<file path="src/rtl/uart_tx_sched.sv">
// Round-robin scheduler in front of a single UART transmitter: baud tick generation,
// request arbitration and the start/ready handshake that hands one byte at a time over.
module uart_tx_sched #(
  parameter int NUM_REQ = 4,
  parameter int CLK_DIV = 868
) (
  input  logic                       clk,
  input  logic                       rst,
  input  logic [NUM_REQ-1:0]         req_valid,
  input  logic [8*NUM_REQ-1:0]       req_data,
  output logic [NUM_REQ-1:0]         req_ack,
  output logic                       tx_tick,
  input  logic                       tx_ready,
  output logic [7:0]                 tx_data,
  output logic                       tx_start,
  output logic [$clog2(NUM_REQ)-1:0] grant_id,
  output logic                       busy
);

  localparam int          IDW  = $clog2(NUM_REQ);
  localparam int          CW   = $clog2(CLK_DIV);
  localparam int unsigned NREQ = NUM_REQ;
  localparam logic [CW-1:0] DIV_MAX = CW'(CLK_DIV - 1);

  typedef enum logic {ARB, SEND} state_t;

  state_t         state_q, state_d;
  logic [CW-1:0]  tick_cnt;
  logic [IDW-1:0] rr_ptr;
  logic           tx_ready_q;

  logic           win_found;
  logic [IDW-1:0] win_id;
  logic [7:0]     win_data;
  logic [IDW-1:0] idx;
  logic           grant_en;

  // Free-running baud divider, independent of the FSM
  always_ff @(posedge clk or posedge rst) begin
    if (rst) begin
      tick_cnt <= '0;
    end else if (tick_cnt == DIV_MAX) begin
      tick_cnt <= '0;
    end else begin
      tick_cnt <= tick_cnt + 1'b1;
    end
  end

  assign tx_tick = (tick_cnt == DIV_MAX);

  always_comb begin
    win_found = 1'b0;
    win_id    = '0;
    win_data  = '0;
    idx       = '0;
    for (int unsigned k = 0; k < NREQ; k++) begin
      idx = IDW'((32'(rr_ptr) + k) % NREQ);
      if (!win_found && req_valid[idx]) begin
        win_found = 1'b1;
        win_id    = idx;
        win_data  = req_data[{idx, 3'b000} +: 8];
      end
    end
  end

  // The transmitter only drops ready when it takes a start, so a registered
  // high-to-low transition of ready while SEND is the proof the byte was accepted.
  always_comb begin
    state_d  = state_q;
    grant_en = 1'b0;
    case (state_q)
      ARB: begin
        if (win_found) begin
          grant_en = 1'b1;
          state_d  = SEND;
        end
      end
      SEND: begin
        if (tx_ready_q && !tx_ready) begin
          state_d = ARB;
        end
      end
      default: state_d = ARB;
    endcase
  end

  always_ff @(posedge clk or posedge rst) begin
    if (rst) begin
      state_q    <= ARB;
      rr_ptr     <= '0;
      tx_data    <= '0;
      grant_id   <= '0;
      req_ack    <= '0;
      tx_ready_q <= 1'b0;
    end else begin
      state_q    <= state_d;
      tx_ready_q <= tx_ready;
      req_ack    <= '0;
      if (grant_en) begin
        tx_data         <= win_data;
        grant_id        <= win_id;
        req_ack[win_id] <= 1'b1;
        rr_ptr          <= (win_id == IDW'(NREQ - 1)) ? '0 : win_id + 1'b1;
      end
    end
  end

  assign tx_start = (state_q == SEND);
  assign busy     = (state_q == SEND);

endmodule

</file>
<file path="config.mk">
export PLATFORM = sky130hd
export DESIGN_NAME = uart_tx_sched
export DESIGN_NICKNAME = d
export VERILOG_FILES = /design/src/rtl/uart_tx_sched.sv
export SDC_FILE = /design/constraint.sdc
export NUM_CORES = 1
export LEC_CHECK = 0
export ABC_AREA = 0
export CAP_MARGIN = 40
export CELL_PAD_IN_SITES_DETAIL_PLACEMENT = 1
export CELL_PAD_IN_SITES_GLOBAL_PLACEMENT = 1
export CORE_UTILIZATION = 34
export CTS_CLUSTER_DIAMETER = 150
export CTS_CLUSTER_SIZE = 10
export DETAILED_ROUTE_END_ITERATION = 7
export HOLD_SLACK_MARGIN = 0.05
export PLACE_DENSITY_LB_ADDON = 0.1
export SLEW_MARGIN = 30
export SYNTH_ARGS = -nofsm -noshare
export SYNTH_HDL_FRONTEND = slang
export SYNTH_SLANG_ARGS = --single-unit
</file>
<file path="constraint.sdc">
create_clock -name clk -period 1.8 [get_ports clk]
set_clock_uncertainty 0.05 [all_clocks]
set_input_delay 0.36 -clock clk [delete_from_list [all_inputs] [get_ports clk]]
set_output_delay 0.36 -clock clk [all_outputs]
set_load 0.03 [all_outputs]
</file>
==> impl_metrics.json <==
{
  "period_minus_slack_ns": 1.98,
  "core_sq_um": 6420,
  "endpoint_kind": "flop",
  "rows": 29,
  "gp_congestion": 0.787,
  "grt_use_total_pct": 23.8,
  "synth.ff_latch_count": 28,
  "h-tree-depth": 1,
  "mappedNetlistArea_sq_um": 2290,
  "violations": "DRC, setup timing",
  "synth_fp_nets": 302,
  "required_ns": 1.95,
  "whs_ns": 0.321,
  "ant_nets": 0,
  "cp-start-kind": "flop",
  "setup_violations": 10,
  "finalNonFillerCells": 448,
  "route.detailed.drc": 12,
  "die_w_um": 84.2,
  "rsz0062_at_grt": "true",
  "drive_above_1_share_pct": 39.9,
  "synth_area_per_cell_sq_um": 8.89,
  "die_h_um": 84.2,
  "fin_total_pwr_mw": 5.56,
  "slew_viol_final": 0,
  "root_buffer": "clkbuf_8",
  "dp_hpwl_um": 5630,
  "drt_pass1_iterations": 6,
  "vias": 2479,
  "cap_violations": 0,
  "dominantRegCellSynth": "dfrtp_1",
  "nets": 416,
  "fin_setup_tns_ns": -1.14,
  "netlist_instances": 258,
  "ir_worst_vdd_uv": 644,
  "routedWlPerCell_um": 19.7,
  "tightestPinTransition_ns": 0.361,
  "drt_iter0_markers": 134,
  "critPathKind": "reg -> reg",
  "finalWirelength_um": 8830,
  "layout_setup_ws_ns": -0.183,
  "yosys_warnings": 0,
  "post-route-period-util_pct": 110,
  "clk_pin_slew_worst_paths_ns": 0.10,
  "clk_path_buf_depth": 2,
  "power_leakage_nw": 1.61,
  "ys_types": 46,
  "synth_edf_count": 0,
  "ys_seq_area_share_pct": 30.5,
  "cts_tree": "done",
  "viasPerCell": 5.53,
  "ios": 56,
  "numCtsBuffers": 3,
  "async_reset_ff_share_pct": 100,
  "cp_max_fo": 8,
  "port_buffers": 55,
  "antenna_found_initial": 0,
  "start_util_pct": 35.7,
  "relSlewSlack_pct": 75.2,
  "hold_viol": 0,
  "insertion_delay_ns": 0.28,
  "area_growth_pct": 72.7,
  "grt-ovfl-total": 0,
  "grt_pass1_wl_um": 13400,
  "die-area_sq_um": 7080,
  "diodes": 0,
  "status": "complete, but fails checks",
  "clock-sinks": 28,
  "arrival_ns": 2.13,
  "placed_cells": 432,
  "grt_start_max_net_pins": 20,
  "p_per_area_nw_per_um2": 1400,
  "worst_hold_path_type": "in -> async",
  "max_freq_mhz": 504,
  "first_global_vias": 2711
}
[synth_stat cells, types with 2 or more instances]
cell type	instances	area [sq um]
nor2_1	29	109
nor3b_1	3	22.5
nand3b_1	2	15.0
buf_4	3	22.5
mux2_2	9	101
and3b_1	2	17.5
nor2b_1	3	18.8
o31ai_1	9	67.6
mux2i_1	32	320
buf_2	8	40.0
buf_6	3	33.8
nand2_1	17	63.8
clkbuf_1	4	15.0
a22oi_1	8	60.1
dfrtp_1	28	701
inv_1	6	22.5
a21oi_1	17	85.1
and2_1	13	81.3
a2111oi_0	8	70.1
xor2_1	3	26.3
xnor2_1	4	35.0
nand3_1	7	35.0
ha_1	5	62.6
o21ai_0	13	65.1
[power by group]
group	switching (mW)	internal (mW)	leakage, nW
Clock	0.202	0.196	0.0288
Combinational	2.06	2.18	1.25
Sequential	0.143	0.773	0.335
Total	2.40	3.15	1.61
[stage by stage]
stage	util, %	area, sq um	setup WS, ns
2_1_floorplan	-	2320	-0.0349
3_3_place_gp	52.2	3350	-0.554
3_5_place_dp	52.2	3350	-0.691
4_1_cts	57.0	3660	-0.0662
5_1_grt	61.7	3960	-0.241
6_report	61.7	3960	-0.183
[cell type report]
| cell class | instances | area, sq um |
|---|---|---|
| Fill cell | 708 | 2460 |
| Inverter | 6 | 22.5 |
| Clock buffer | 4 | 55.1 |
| Sequential cell | 28 | 704 |
| Tap cell | 77 | 96.3 |
| Multi-Input combinational cell | 205 | 1880 |
| Timing Repair Buffer | 128 | 1200 |
[path summary, 6_finish.rpt]
check                                           start                      to  slack, ns  cells after the start
worst max-delay path            rr_ptr[0]$_DFFE_PP0P_  tx_data[6]$_DFFE_PP0P_      -0.18                      7
worst min register to register   tx_ready_q$_DFF_PP0_          busy$_DFF_PP0_       0.39                      1
max in group asynchronous                         rst   rr_ptr[1]$_DFFE_PP0P_       1.11                      3
worst min-delay path                              rst   tick_cnt[6]$_DFF_PP0_       0.32                      3
min in group clk                 tx_ready_q$_DFF_PP0_          busy$_DFF_PP0_       0.39                      1
worst max register to register  rr_ptr[0]$_DFFE_PP0P_  tx_data[6]$_DFFE_PP0P_      -0.18                      7
[state kept, by name, indices dropped and copies added (netlist names)]
name,flops
busy,1
grant_id,2
req_ack,4
rr_ptr,2
tick_cnt,10
tx_data,8
tx_ready_q,1
[cells by family after synthesis]
family                   count (synthesis)  share of synthesized area (%)
AND/OR/NAND/NOR                         86                           19.0
flip-flops                              28                           30.5
AO/OA/AOI/OAI                           65                           19.7
adder cells (fa/ha/maj)                  5                           2.73
buffers and inverters                   25                           6.00
XOR/XNOR                                 7                           2.67
multiplexers                            42                           19.4
[cell usage in the layout, fill, tap and decap left out, drive strengths merged, types with 9 or more instances in the layout]
cell type	instances
o31ai	10
mux2i	32
a21oi	18
nor2	29
dfrtp	28
buf	74
and2	13
clkdlybuf4s50	47
nand2	17
mux2	9
o21ai	13
[layer usage]
| layer | part of all wire (%) | wire (um) | track usage (%) |
|---|---|---|---|
| met5 | 0 | 0 | 0 |
| met4 | 1.1 | 95 | 5.96 |
| met3 | 3.0 | 265 | 3.15 |
| met2 | 55 | 4850 | 44.6 |
| met1 | 41 | 3620 | 28.6 |
[worst max-delay path, cell delays in order (launching register included)]
cell and delay [ns]:
dfrtp_2 0.44, buf_6 0.14, or3b_4 0.38, a211oi_4 0.28
or2_1 0.21, buf_12 0.16, o31ai_2 0.07, a21oi_1 0.16
[timing repair]
item                       in CTS  in global routing
cloned                          2                  0
resized for setup              48                 58
pin swaps                       8                 13
setup buffers                   9                  1
hold buffers                    0                  0
setup endpoints to repair      19                 16
Note: power is estimated with default switching activity, not from simulation.
